[src/rtl/memory_access_stage.sv]
// Memory pipeline stage: drives a req/ack data bus with byte strobes, stalls the pipeline while a
// transaction is in flight, formats load data and reports alignment, bus-error and timeout faults.
module memory_access_stage #(
  parameter int unsigned XLEN    = 32,
  parameter int unsigned TIMEOUT = 16
) (
  input  logic              clk,
  input  logic              reset,
  input  logic              valid_in,
  input  logic              exception_in,
  input  logic [3:0]        ecause_in,
  input  logic [4:0]        rd_address_in,
  input  logic [XLEN-1:0]   alu_data_in,
  input  logic [XLEN-1:0]   alu_addition_in,
  input  logic [XLEN-1:0]   rs2_data_in,
  input  logic              load_in,
  input  logic              store_in,
  input  logic              load_signed_in,
  input  logic [1:0]        load_store_size_in,
  input  logic              stall,
  input  logic              invalidate,
  output logic              stall_request,
  output logic              bus_req,
  output logic              bus_we,
  output logic [XLEN-1:0]   bus_address,
  output logic [XLEN-1:0]   bus_wdata,
  output logic [XLEN/8-1:0] bus_strobe,
  input  logic              bus_ack,
  input  logic              bus_error,
  input  logic [XLEN-1:0]   bus_rdata,
  output logic              valid_out,
  output logic              exception_out,
  output logic [3:0]        ecause_out,
  output logic [4:0]        rd_address_out,
  output logic [XLEN-1:0]   result_out
);
  localparam int unsigned StrbW = XLEN / 8;
  localparam int unsigned OffW  = $clog2(StrbW);
  localparam int unsigned CntW  = $clog2(TIMEOUT + 1) + 1;

  typedef enum logic [1:0] {StIdle, StWait, StDone} state_e;
  state_e state_q, state_d;

  logic            is_load_q, is_signed_q, abort_q;
  logic [1:0]      size_q;
  logic [OffW-1:0] offset_q;
  logic [4:0]      rd_q;
  logic [XLEN-1:0] alu_q;
  logic [CntW-1:0] count_q;

  // Result of an access that completed while the hazard unit held the pipeline
  logic            hold_valid_q, hold_exc_q;
  logic [3:0]      hold_ecause_q;
  logic [4:0]      hold_rd_q;
  logic [XLEN-1:0] hold_result_q;

  logic             go, misaligned, timeout, completion, fault, sign, issue, wb_en;
  logic [StrbW-1:0] strobe;
  logic [XLEN-1:0]  shifted, mask, load_data, done_result;
  logic [3:0]       done_ecause;
  logic             done_valid;
  logic             wb_valid_d, wb_exc_d;
  logic [3:0]       wb_ecause_d;
  logic [4:0]       wb_rd_d;
  logic [XLEN-1:0]  wb_result_d;

  assign go = valid_in && !exception_in && !invalidate && (load_in || store_in);

  always_comb begin
    case (load_store_size_in)
      2'b00:   misaligned = 1'b0;
      2'b01:   misaligned = alu_addition_in[0];
      2'b10:   misaligned = |alu_addition_in[1:0];
      default: misaligned = (XLEN == 64) ? |alu_addition_in[2:0] : 1'b1;
    endcase
  end

  assign issue  = (state_q == StIdle) && go && !misaligned;
  assign strobe = StrbW'((32'd1 << (32'd1 << load_store_size_in)) - 32'd1)
                  << alu_addition_in[OffW-1:0];

  assign timeout    = (TIMEOUT != 0) && (count_q == CntW'(TIMEOUT - 1)) && !bus_ack && !bus_error;
  assign completion = (state_q == StWait) && (bus_ack || bus_error || timeout);
  assign fault      = bus_error || timeout;

  // A shift by the full width yields zero, so the mask is all ones for XLEN-sized loads
  assign shifted   = bus_rdata >> {offset_q, 3'b000};
  assign mask      = (XLEN'(1) << (32'd8 << size_q)) - XLEN'(1);
  assign sign      = is_signed_q && |(shifted & mask & ~(mask >> 1));
  assign load_data = (shifted & mask) | (sign ? ~mask : '0);

  assign done_valid  = !abort_q && !invalidate;
  assign done_ecause = fault ? (is_load_q ? 4'd5 : 4'd7) : 4'd0;
  assign done_result = fault ? '0 : (is_load_q ? load_data : alu_q);

  always_comb begin
    state_d       = state_q;
    stall_request = 1'b0;
    unique case (state_q)
      StIdle: if (issue) begin
        state_d       = StWait;
        stall_request = 1'b1;
      end
      StWait: begin
        stall_request = !completion;
        if (completion) state_d = stall ? StDone : StIdle;
      end
      StDone:  if (!stall) state_d = StIdle;
      default: state_d = StIdle;
    endcase
  end

  assign wb_en = !stall && !stall_request;

  always_comb begin
    wb_valid_d  = valid_in;
    wb_exc_d    = exception_in;
    wb_ecause_d = ecause_in;
    wb_rd_d     = rd_address_in;
    wb_result_d = alu_data_in;
    unique case (state_q)
      StIdle: if (go && misaligned) begin
        wb_exc_d    = 1'b1;
        wb_ecause_d = load_in ? 4'd4 : 4'd6;
      end
      StWait: begin
        wb_valid_d  = done_valid;
        wb_exc_d    = fault;
        wb_ecause_d = done_ecause;
        wb_rd_d     = rd_q;
        wb_result_d = done_result;
      end
      StDone: begin
        wb_valid_d  = hold_valid_q;
        wb_exc_d    = hold_exc_q;
        wb_ecause_d = hold_ecause_q;
        wb_rd_d     = hold_rd_q;
        wb_result_d = hold_result_q;
      end
      default: ;
    endcase
  end

  always_ff @(posedge clk or posedge reset) begin
    if (reset) begin
      state_q        <= StIdle;
      bus_req        <= 1'b0;
      bus_we         <= 1'b0;
      bus_address    <= '0;
      bus_wdata      <= '0;
      bus_strobe     <= '0;
      valid_out      <= 1'b0;
      exception_out  <= 1'b0;
      ecause_out     <= '0;
      rd_address_out <= '0;
      result_out     <= '0;
      is_load_q      <= 1'b0;
      is_signed_q    <= 1'b0;
      abort_q        <= 1'b0;
      size_q         <= '0;
      offset_q       <= '0;
      rd_q           <= '0;
      alu_q          <= '0;
      count_q        <= '0;
      hold_valid_q   <= 1'b0;
      hold_exc_q     <= 1'b0;
      hold_ecause_q  <= '0;
      hold_rd_q      <= '0;
      hold_result_q  <= '0;
    end else begin
      state_q   <= state_d;
      valid_out <= (wb_en ? wb_valid_d : valid_out) && !invalidate;
      if (wb_en) begin
        exception_out  <= wb_exc_d;
        ecause_out     <= wb_ecause_d;
        rd_address_out <= wb_rd_d;
        result_out     <= wb_result_d;
      end
      if (issue) begin
        bus_req     <= 1'b1;
        bus_we      <= store_in && !load_in;
        bus_address <= {alu_addition_in[XLEN-1:OffW], OffW'(0)};
        bus_wdata   <= rs2_data_in << {alu_addition_in[OffW-1:0], 3'b000};
        bus_strobe  <= strobe;
        is_load_q   <= load_in;
        is_signed_q <= load_signed_in;
        size_q      <= load_store_size_in;
        offset_q    <= alu_addition_in[OffW-1:0];
        rd_q        <= rd_address_in;
        alu_q       <= alu_data_in;
        count_q     <= '0;
        abort_q     <= 1'b0;
      end
      if (state_q == StWait) begin
        count_q <= count_q + 1'b1;
        if (invalidate) abort_q <= 1'b1;
        if (completion) begin
          bus_req <= 1'b0;
          bus_we  <= 1'b0;
          abort_q <= 1'b0;
        end
        if (completion && stall) begin
          hold_valid_q  <= done_valid;
          hold_exc_q    <= fault;
          hold_ecause_q <= done_ecause;
          hold_rd_q     <= rd_q;
          hold_result_q <= done_result;
        end
      end
      if (state_q == StDone && invalidate) hold_valid_q <= 1'b0;
    end
  end

endmodule

[config.mk]
export PLATFORM = sky130hd
export DESIGN_NAME = memory_access_stage
export DESIGN_NICKNAME = d
export VERILOG_FILES = /design/src/rtl/memory_access_stage.sv
export SDC_FILE = /design/constraint.sdc
export NUM_CORES = 1
export LEC_CHECK = 0
export ABC_CLOCK_PERIOD_IN_PS = 10000
export BUFFER_PORTS_ARGS = -buffer_cell sky130_fd_sc_hd__buf_2
export CORE_MARGIN = 2
export CORE_UTILIZATION = 40
export CTS_CLUSTER_DIAMETER = 30
export DETAILED_ROUTE_END_ITERATION = 16
export PLACE_DENSITY_LB_ADDON = 0.05
export REMOVE_ABC_BUFFERS = 1
export SLEW_MARGIN = 20
export SYNTH_ARGS = -nofsm -noshare
export SYNTH_HDL_FRONTEND = slang
export SYNTH_SLANG_ARGS = --single-unit
[constraint.sdc]
create_clock -name clk -period 10 [get_ports clk]
set_input_delay 2 -clock clk [delete_from_list [all_inputs] [get_ports clk]]
set_output_delay 2 -clock clk [all_outputs]
set_load 0.02 [all_outputs]
==> results.cfg <==
[outcome]
status = completed

[logic_synthesis]
async_flop_share_pct = 100.0
dominantRegCellSynth = dfrtp_1
synth_cells = 1122
ys_ff_latch = 203
synth_edf_count = 0
synth_area_per_cell_sq_um = 8.884
synth_cell_types = 62
synthesis.area_sq_um = 9968
synth.yosys.seq_area_share_pct = 50.96
yosys_warnings = 0

[cells_and_area]
drive_gt1_share_pct = 27.70
syn_to_final_growth_pct = 33.78
fillers = 2311
fin_cells = 1735
final_common_cell = nand2_1
layout_common_cells = nand2_1 (363), buf_2 (261), dfrtp_1 (202), o21ai_0 (80), clkbuf_16 (54)
finalNetCount = 1522

[critical_path]
cp-end-kind = output port
crit_path_start_kind = input port
critPathKind = input port to output port
cp_max_fo = 57
critPathRequiredTime_ns = 8.00
crit_arrival_ns = 3.97

[clock_tree]
cts_setup_buffers = 0
clk-insertion-delay-late_ns = 0.56
clk_path_buf_depth = 3
root_buffer = clkbuf_16
tritoncts = built
clk_pin_slew_ns = 0.04
clock-sinks = 203
holdBufCountCts = 0
numCtsBuffers = 54
ctsResizeCount = 0
h-tree-depth = 2

[global_route]
use_met1_pct = 31.96
grt.busiest_layer = met2
antenna_found_initial = 3
grt-ovfl-total = 0
grt_first_pass_wirelength_um = 50010
grtUsageMet2_pct = 37.43
grt_max_degree = 97
grtUsageMet3_pct = 8.146
grt_pass1_vias = 9115
grt_usage_pct = 23.91

[routing]
antenna_left = 0
firstDrtPassIters = 5
drt-total-wl_um = 31320
avgRoutedWirePerCell_um = 18.05
drc_errors = 0
vias = 8971
vias_per_cell = 5.171
drtIter0Drc = 510

[sta]
period_minus_slack_ns = 5.971
fin_hold_ws_ns = 0.4585
hold_viol = 0
timing.setup.tns_ns = 0
slew_headroom_pct = 25.06
rsz0062_at_grt = false
fmax_mhz = 167.5
finalMaxSlewViolations = 0
setup_ws_ns = 4.029
skew_ns = 0.01778
worst_pin_slew_ns = 1.118
finalSetupViolations = 0
fin_crit_sh_pct = 59.71

[min_path]
hold_path.class = flip-flop to flip-flop

[die]
io_pins = 264
die-area_sq_um = 26200
num_rows = 57
die_x_um = 161.9
die_h_um = 161.9
core-area_sq_um = 24390
initial_utilization_pct = 40.87

[placed_design]
dp_hpwl_um = 19920
place_ws_ns = 3.981
dpl.cell_count = 1635
gp_congestion = 0.7621
port_buffers = 261

[power]
vdd_drop_max_mv = 0.1490
p_leak_nw = 6.799
total_power_mw = 4.701
power.density_nw_per_um2 = 352.5

[flow_run]
drv_cap = 0
-- cell type report --
type	count	area, sq um	share of cell area (%)
Antenna cell	3	7.507	0.05630
Clock buffer	76	1574	11.80
Clock inverter	21	324.1	2.430
Inverter	22	90.09	0.6755
Multi-Input combinational cell	812	4449	33.36
Sequential cell	203	5081	38.10
Tap cell	324	405.4	3.040
Timing Repair Buffer	274	1404	10.53
-- cells in the mapped netlist (16+ instances only) --
cell type	count	area, sq um
inv_1	21	78.83
a22oi_1	16	120.1
dfrtp_1	203	5080
mux2i_1	44	440.4
o31ai_1	17	127.6
nand2_1	364	1366
o22ai_1	27	168.9
a21oi_1	41	205.2
o21ai_1	23	115.1
clkbuf_1	46	172.7
o21ai_0	80	400.4
nor2_1	51	191.4
buf_2	25	125.1
-- report_power, final --
part           leakage, nW  switching (mW)  internal (mW)  total (mW)
logic                 3.26           0.985          0.550        1.54
clock network        0.940           0.517           1.26        1.78
registers             2.59           0.231           1.16        1.39
total                 6.80            1.73           2.97        4.70
-- metal layers --
metal | part of all wire [%] | up-vias
li1 | - | 4379
met1 | 44 | 4253
met2 | 46 | 297
met3 | 8.8 | 40
met4 | 1.5 | 2
met5 | 0.051 | -
-- sequential cells by signal (all words and copies together), names as in the netlist, 4 cells and up --
name / cells
alu_q: 32
bus_address: 30
bus_strobe: 4
bus_wdata: 32
count_q: 6
ecause_out: 4
hold_rd_q: 5
hold_result_q: 32
rd_address_out: 5
rd_q: 5
result_out: 32
-- per-stage QoR --
stage / utilization (%) / instance area (sq um)
after floorplan: - / 9583
after global placement: 46.86 / 11430
after detailed placement: 46.86 / 11430
after CTS: 54.64 / 13330
after global routing: 54.64 / 13330
final: 54.67 / 13340
-- cell families after synthesis --
family / count (synthesis) / synth area share, %
adders and majority gates: 5 / 0.6276
AOI/OAI and AO/OA: 294 / 19.84
other: 1 / 0.03762
DFF: 203 / 50.96
buffers and inverters: 108 / 4.732
and+or+nand+nor: 457 / 18.19
muxes: 52 / 5.435
xor gates and xnor gates: 2 / 0.1758
-- path summary, 6_finish.rpt --
path / depth (start not counted) / startpoint / slack [ns] / end
worst max-delay path: 7 / alu_addition_in[0] / 4.03 / stall_request
worst max register to register: 8 / state_q[1]$_DFFE_PP0P_ / 6.64 / ecause_out[1]$_DFFE_PP0P_
max in group asynchronous: 3 / reset / 7.13 / bus_strobe[1]$_DFFE_PP0P_
worst min-delay path: 2 / ecause_out[3]$_DFFE_PP0P_ / 0.46 / ecause_out[3]$_DFFE_PP0P_
worst min register to register: 2 / ecause_out[3]$_DFFE_PP0P_ / 0.46 / ecause_out[3]$_DFFE_PP0P_
min in group asynchronous: 2 / reset / 1.55 / bus_address[13]$_DFFE_PP0P_
-- critical path: stages --
cell and delay, ns:
buf_2 0.07, buf_4 0.39, o21ai_0 0.19, and2_1 0.29, nand2_4 0.58, o21ai_0 0.20, buf_2 0.21
Power figures use the tool's default switching activity.
